`config.mk`:
```
export PLATFORM = sky130hd
export DESIGN_NAME = reg_arbiter
export DESIGN_NICKNAME = d
export VERILOG_FILES = /design/src/rtl/reg_arbiter.sv
export SDC_FILE = /design/constraint.sdc
export NUM_CORES = 1
export LEC_CHECK = 0
export CORE_MARGIN = 5
export CORE_UTILIZATION = 46
export DETAILED_ROUTE_END_ITERATION = 10
export PLACE_DENSITY = 0.8
export SLEW_MARGIN = 30
export SYNTH_ARGS = -nofsm -noshare
export SYNTH_HDL_FRONTEND = slang
export SYNTH_SLANG_ARGS = --single-unit
```
`constraint.sdc`:
```
create_clock -name clk -period 2.3 [get_ports clk]
set_clock_uncertainty 0.05 [all_clocks]
set_input_delay 0.23 -clock clk [delete_from_list [all_inputs] [get_ports clk]]
set_output_delay 0.23 -clock clk [all_outputs]
set_load 0.02 [all_outputs]
```
`src/rtl/reg_arbiter.sv`:
```
// Two-source register-file arbiter: a non-stallable SPI port with a one-entry
// buffer and a level-handshake internal requester, alternating on ties.
module reg_arbiter (
    input  logic       clk,
    input  logic       rst,
    input  logic [6:0] spi_regnum,
    input  logic       spi_read,
    input  logic       spi_write,
    input  logic [7:0] spi_wdata,
    output logic [7:0] spi_rdata,
    output logic       spi_rvalid,
    output logic       spi_ovf,
    input  logic       int_req,
    input  logic       int_we,
    input  logic [6:0] int_regnum,
    input  logic [7:0] int_wdata,
    output logic       int_gnt,
    output logic       int_done,
    output logic [7:0] int_rdata,
    output logic [6:0] reg_addr,
    output logic [7:0] reg_wdata,
    output logic       reg_rd,
    output logic       reg_wr,
    input  logic [7:0] reg_rdata
);

    typedef enum logic [1:0] {
        IDLE  = 2'd0,
        ISSUE = 2'd1,
        WAIT  = 2'd2,
        RESP  = 2'd3
    } state_t;

    state_t     state;

    logic       buf_valid;
    logic       buf_we;
    logic [6:0] buf_regnum;
    logic [7:0] buf_wdata;

    logic       last_int;
    logic       cur_spi;
    logic       cur_we;

    logic       spi_strobe;
    logic       sel_spi;
    logic       sel_int;
    logic       buf_accept;

    // On a tie the source that was not served last wins.
    assign spi_strobe = spi_read | spi_write;
    assign sel_spi    = (state == IDLE) && buf_valid && (!int_req || last_int);
    assign sel_int    = (state == IDLE) && int_req && !sel_spi;
    // A strobe may refill the buffer in the same cycle it is being drained.
    assign buf_accept = spi_strobe && (!buf_valid || sel_spi);

    always_ff @(posedge clk or negedge rst) begin
        if (!rst) begin
            buf_valid  <= 1'b0;
            buf_we     <= 1'b0;
            buf_regnum <= 7'd0;
            buf_wdata  <= 8'd0;
            spi_ovf    <= 1'b0;
        end else begin
            if (buf_accept) begin
                buf_valid  <= 1'b1;
                buf_we     <= spi_write;
                buf_regnum <= spi_regnum;
                buf_wdata  <= spi_wdata;
            end else if (sel_spi) begin
                buf_valid  <= 1'b0;
            end
            if (spi_strobe && !buf_accept) begin
                spi_ovf <= 1'b1;
            end
        end
    end

    always_ff @(posedge clk or negedge rst) begin
        if (!rst) begin
            state      <= IDLE;
            last_int   <= 1'b1;
            cur_spi    <= 1'b0;
            cur_we     <= 1'b0;
            spi_rdata  <= 8'd0;
            spi_rvalid <= 1'b0;
            int_gnt    <= 1'b0;
            int_done   <= 1'b0;
            int_rdata  <= 8'd0;
            reg_addr   <= 7'd0;
            reg_wdata  <= 8'd0;
            reg_rd     <= 1'b0;
            reg_wr     <= 1'b0;
        end else begin
            spi_rvalid <= 1'b0;
            int_gnt    <= 1'b0;
            int_done   <= 1'b0;
            reg_rd     <= 1'b0;
            reg_wr     <= 1'b0;
            case (state)
                IDLE: begin
                    if (sel_spi) begin
                        cur_spi   <= 1'b1;
                        cur_we    <= buf_we;
                        reg_addr  <= buf_regnum;
                        reg_wdata <= buf_wdata;
                        reg_rd    <= !buf_we;
                        reg_wr    <= buf_we;
                        last_int  <= 1'b0;
                        state     <= ISSUE;
                    end else if (sel_int) begin
                        cur_spi   <= 1'b0;
                        cur_we    <= int_we;
                        reg_addr  <= int_regnum;
                        reg_wdata <= int_wdata;
                        reg_rd    <= !int_we;
                        reg_wr    <= int_we;
                        int_gnt   <= 1'b1;
                        last_int  <= 1'b1;
                        state     <= ISSUE;
                    end
                end
                ISSUE: begin
                    // SPI writes complete silently; internal writes still report done.
                    if (cur_we) begin
                        int_done <= !cur_spi;
                        state    <= RESP;
                    end else begin
                        state    <= WAIT;
                    end
                end
                WAIT: begin
                    if (cur_spi) begin
                        spi_rdata  <= reg_rdata;
                        spi_rvalid <= 1'b1;
                    end else begin
                        int_rdata  <= reg_rdata;
                        int_done   <= 1'b1;
                    end
                    state <= RESP;
                end
                RESP: begin
                    state <= IDLE;
                end
                default: begin
                    state <= IDLE;
                end
            endcase
        end
    end

endmodule
```
==> results of run 1 <==
## where the power goes
part	switching [uW]	total [uW]	internal, uW
sequential	280	1830	1550
combinational	1180	2420	1240
clock	360	791	431
total	1820	5040	3220
## cell type report
| type | count | area, sq um | share of cell area, % |
|---|---|---|---|
| clock buffer | 11 | 151.4 | 4.229 |
| clock inverter | 3 | 15.01 | 0.4194 |
| inverter | 5 | 18.77 | 0.5243 |
| multi-input combinational | 132 | 963.4 | 26.91 |
| sequential | 59 | 1478 | 41.28 |
| tap | 72 | 90.09 | 2.517 |
| timing repair buffer | 87 | 863.3 | 24.12 |
## through the flow
step	setup WS (ns)	hold WS [ns]
2_1_floorplan	0.6691	-0.1156
3_3_place_gp	0.4039	0.2010
3_5_place_dp	0.3721	0.2063
4_1_cts	0.3657	0.3916
5_1_grt	0.1503	0.4334
6_report	0.3811	0.3820
## final timing paths
check / start / endpoint / depth (start not counted)
hold reg to reg: spi_ovf / spi_ovf / 1
max in group asynchronous: rst / last_int / 3
hold / removal: rst / reg_addr[4] / 2
setup reg to reg: state[0] / reg_rd / 5
setup / recovery: state[0] / reg_rd / 5
min in group clk: spi_ovf / spi_ovf / 1
## cell families after synthesis
family | Yosys count
compound gates | 46
buf+inv | 16
flops | 59
simple gates | 51
fa+ha+maj | 4
mux | 31
## layout by cell type (no fill, tap or decap), drive strengths merged, types with 4 or more instances in the layout
master         synthesis  final
ha                     4      4
clkbuf                 6     11
inv                    5      5
a31oi                 16     16
clkdlybuf4s50          0     79
dfrtp                 58     58
nand3                 16     16
buf                    5      7
o21ai                 20     20
nand2                  6      6
nand2b                 4      4
mux2                  31     31
nor2                  18     18
## state kept, by name, indices dropped and copies added (netlist names), 2 cells and up
| register | cells |
|---|---|
| buf_regnum | 7 |
| state | 2 |
| int_rdata | 8 |
| spi_rdata | 8 |
| reg_wdata | 8 |
| reg_addr | 7 |
| buf_wdata | 8 |
## cells in the mapped netlist
master,n
a31oi_1,16
o21ai_0,19
buf_12,1
mux2_4,10
nand2b_1,4
nand3_1,16
o211ai_4,1
o221ai_1,1
inv_1,5
clkbuf_2,1
nor3b_1,1
o21ai_1,1
a22oi_1,1
a21o_1,2
and2_1,1
a211oi_1,1
nor2_1,18
or2_2,2
buf_6,1
clkbuf_1,5
buf_2,3
nand2_1,6
a21oi_1,3
dfrtp_1,58
or3b_2,1
o21a_1,1
dfstp_2,1
mux2_2,21
ha_1,4
and3_1,1
and2b_1,1
## layer usage
layer	track usage [%]	share of wire (%)	vias to the layer above
li1	-	-	906
met5	0	0	-
met4	6.140	1.3	0
met1	20.49	43	939
met2	27.91	50	68
met3	4.416	6.4	6
==> flow_summary.toml, run 1 <==
[outcome]
status = "finished clean"

[final_layout]
antenna_cells = 0
stdcell_count = 369
nets = 342
drive_gt1_share_pct = 19.19
area_growth_pct = 41.49
fin_util_pct = 65.82
fin_area_sq_um = 3580
fillers = 436

[logic_synthesis]
syn_area_per_cell_sq_um = 12.22
yosysSeqAreaShare_pct = 58.41
synth_compound_area_share_pct = 11.18
ys_seq_elements = 59
synth.cell_area_sq_um = 2530
synth_area_leaders = "dfrtp_1 (57%), mux2_2 (9.3%), mux2_4 (5.9%)"
ys_warn_count = 0
synth_mux_area_share_pct = 15.28
synth_cells = 207
synth_fp_nets = 255
synth_top_family_by_area = "multiplexers"
ys_types = 31
synth-simple-area-share_pct = 9.644
synth_top_cell_area_share_pct = 57.37
synthAdderAreaFrac_pct = 1.978
synth_xor_area_share_pct = 0
yosys.area.top_type = "dfrtp_1"

[power]
post-layout-total-power_uw = 5044
p_leak_uw = 0.001533
vdd_drop_max_v = 0.0007244
p_per_area_nw_per_um2 = 1409

[floorplanning]
fp-row-count = 27
initial_core_util_pct = 46.51
die_area_sq_um = 7083
die_y_um = 84.16
fp.dieW_um = 84.16
pin_count = 81
core_sq_um = 5439

[drt]
postRouteAntennaNets = 0
post_drt_wl_per_cell_um = 15.20
drc = 0
routed_wl_um = 5610
vias = 1919
dr.pass1.iters = 4
vias_per_cell = 5.201
drt-initial-drc-count = 70

[clock_network]
cts_made_buffers = 9
cts.sinks = 59
holdBufCountCts = 1
cts_max_path_buffers = 2
clk_latency_ns = 0.32
ctsResizeCount = 0
post_cts_buffers = 0
cts.clk_slew.worst_paths_ns = 0.06
h-tree-depth = 3
cts_tree = "yes"
root_buffer = "clkbuf_8"

[sta]
tightestPinTransition_ns = 0.5717
tns_ns = 0
fmax_mhz = 521.1
min_period_ns = 1.919
report.final.setup_viol = 0
maxSlewViolCount = 0
relSlewSlack_pct = 61.89
period_share_pct = 83.43
timing_hold_violations_final = 0
rsz0062_at_grt = "false"

[place]
gp_congestion = 0.7723
place_area_sq_um = 3403
hpwl_um = 4196
dp_cells = 354
port_buffers = 80

[global_route]
grt_max_degree = 36
grtUsageTotal_pct = 16.58
grt-ovfl-total = 0
first_global_vias = 2015
antenna_found_initial = 0
grt_pass1_wl_um = 9294

[job]
max-cap-violations = 0

[critical_path]
critPathLaunchType = "register"
cp_cell_sequence = "inv_1 -> ha_1 -> nand2_1 -> o21ai_0 -> and3_1"
criticalPathCategory = "reg2reg"
slowest_delay_ns = 0.39
cp_data_arrival_time_ns = 2.13
cp-end-kind = "register"
crit_fanout = 18
critPathTopFamily = "simple AND/OR/NAND/NOR gates"
worstPathBufferInverterCount = 1
required_ns = 2.51
slowest_stage = "o21ai_0"
reg2reg_slack_ns = 0.38

[hold_path]
hp-class = "in2async"
Note: power is estimated with default switching activity, not from simulation.
==> inputs of run 2 (changes only) <==
--- a/config.mk
+++ b/config.mk
@@ -6,9 +6,9 @@
 export NUM_CORES = 1
 export LEC_CHECK = 0
 export CORE_MARGIN = 5
-export CORE_UTILIZATION = 46
+export CORE_UTILIZATION = 41
 export DETAILED_ROUTE_END_ITERATION = 10
-export PLACE_DENSITY = 0.8
+export PLACE_DENSITY = 0.75
 export SLEW_MARGIN = 30
 export SYNTH_ARGS = -nofsm -noshare
 export SYNTH_HDL_FRONTEND = slang
==> constraint.sdc (replaced) <==
create_clock -name clk -period 1.75 [get_ports clk]
set_clock_uncertainty 0.05 [all_clocks]
set_input_delay 0.175 -clock clk [delete_from_list [all_inputs] [get_ports clk]]
set_output_delay 0.175 -clock clk [all_outputs]
set_load 0.02 [all_outputs]
==> flow_summary.toml, run 2 (synthesis gave the netlist of run 1 again) <==
[sta]
fmax_mhz = 616.7
rsz0062_at_grt = "false"
relSlewSlack_pct = 69.49
tns_ns = 0
fin_ws_ns = 0.1284
tightestPinTransition_ns = 0.4577
maxSlewViolCount = 0
period_share_pct = 92.66
report.final.setup_viol = 0
timing_hold_violations_final = 0
min_period_ns = 1.622

[drt]
drt-initial-drc-count = 52
postRouteAntennaNets = 0
dr.pass1.iters = 4
routed_wl_um = 5952
vias = 1950
vias_per_cell = 5.091
drc = 0
post_drt_wl_per_cell_um = 15.54

[final_layout]
layout_commonest_cell = "clkdlybuf4s50_1"
nets = 352
fin_util_pct = 62.77
final_cell_mix = "clkdlybuf4s50_1 (79), dfrtp_1 (58), mux2_2 (21)"
antenna_cells = 0
drive_gt1_share_pct = 23.05
area_growth_pct = 47.77
stdcell_count = 383

[global_route]
grt_max_degree = 42
grtUsageTotal_pct = 16.31
use_met3_pct = 3.631
grt_pass1_wl_um = 9570
grt-ovfl-total = 0
antenna_found_initial = 0
grt_busiest_layer = "met2"
use_met2_pct = 26.31
first_global_vias = 1997
use_met1_pct = 20.66

[critical_path]
crit_fanout = 8
reg2reg_slack_ns = 0.13
crit_top_cell = "buf_4"
slowest_delay_ns = 0.40
cp_data_arrival_time_ns = 1.82
cp-end-kind = "register"
r2r-start = "state[0]"
r2r_cells = 7
cp_cell_sequence = "inv_2 -> ha_2 -> buf_4 -> and2_1 -> buf_4 -> nand3_1 -> a31oi_1"
criticalPathCategory = "reg2reg"
r2r_end = "reg_addr[2]"
required_ns = 1.95
slowest_stage = "dfrtp_1"
critPathLaunchType = "register"

[place]
port_buffers = 80
gp_congestion = 0.7682
hpwl_um = 4595
pre_cts_ws_ns = -0.02446
dp_cells = 367

[clock_network]
cts.clk_slew.worst_paths_ns = 0.07
cts_tree = "yes"
h-tree-depth = 3
cts_made_buffers = 9
root_buffer = "clkbuf_8"
cts_max_path_buffers = 2
clk_latency_ns = 0.33
cts.sinks = 59

[power]
power.share.switching_pct = 35.50
p_leak_uw = 0.001605
vdd_drop_max_v = 0.0009001
clkPwrFrac_pct = 15.9
power_switching_uw = 2475
p_comb_share_pct = 49.6
p_per_area_nw_per_um2 = 1864
pwr-share-seq_pct = 34.5
internal_power_uw = 4496

[floorplanning]
pin_count = 81
core_sq_um = 5956
die_y_um = 88.55
fp.dieW_um = 88.55
fp-row-count = 28
initial_core_util_pct = 42.48
die_area_sq_um = 7841

[job]
max-cap-violations = 0

[hold_path]
hp-class = "in2async"

[outcome]
status = "finished clean"
## run 2: layout make-up
class,count,area (sq um)
clock buffer,13,168.9
clock inverter,2,10.01
fill,480,2217
inverter,5,18.77
multi-input combinational,132,968.4
sequential,59,1478
tap,75,93.84
timing repair buffer,97,1001
## run 2: worst max-delay path by stage
stage                          from             to  slack [ns]
after global routing       state[0]    reg_addr[5]        0.02
final                      state[0]    reg_addr[2]        0.13
after global placement    spi_write   buf_wdata[4]        0.01
after detailed placement  spi_write  buf_regnum[4]       -0.02
after CTS                  state[0]  buf_regnum[4]        0.03
after floorplan            state[0]  buf_regnum[5]        0.12
## run 2: through the flow
step                      area [sq um]  hold WS (ns)  power (uW)
after CTS                         3734        0.2815        7045
after detailed placement          3545       0.09638        5910
after floorplan                   2530       -0.1706        4351
after global placement            3545       0.08800        5770
final                             3739        0.2761        6970
after global routing              3739        0.2993        7439
## run 2: timing repair
item,in CTS,in global routing
buffers inserted,0,0
gates resized for setup,0,5
endpoints found under the hold margin,17,0
hold buffers,1,0
endpoints found under the setup margin,0,19
## run 2: layer usage
metal,vias up,part of all wire (%)
li1,933,-
met1,948,43
met2,60,49
met3,9,6.4
met4,0,1.6
met5,-,0
## run 2: power by group through the flow
| stage | combinational [uW] | clock [uW] | sequential, uW |
|---|---|---|---|
| after floorplan | 1510 | 0 | 2840 |
| after global placement | 3380 | 0 | 2390 |
| after detailed placement | 3480 | 0 | 2430 |
| after CTS | 3500 | 1140 | 2410 |
| after global routing | 3740 | 1210 | 2490 |
| final | 3460 | 1110 | 2410 |
## run 2: critical path: cells and delay by family (launching register included)
kind	cells	cell delay (ns)
buffers and inverters	3	0.41
AND/OR/NAND/NOR	2	0.29
flip-flops	1	0.40
AO/OA/AOI/OAI	1	0.18
adder cells (fa/ha/maj)	1	0.20
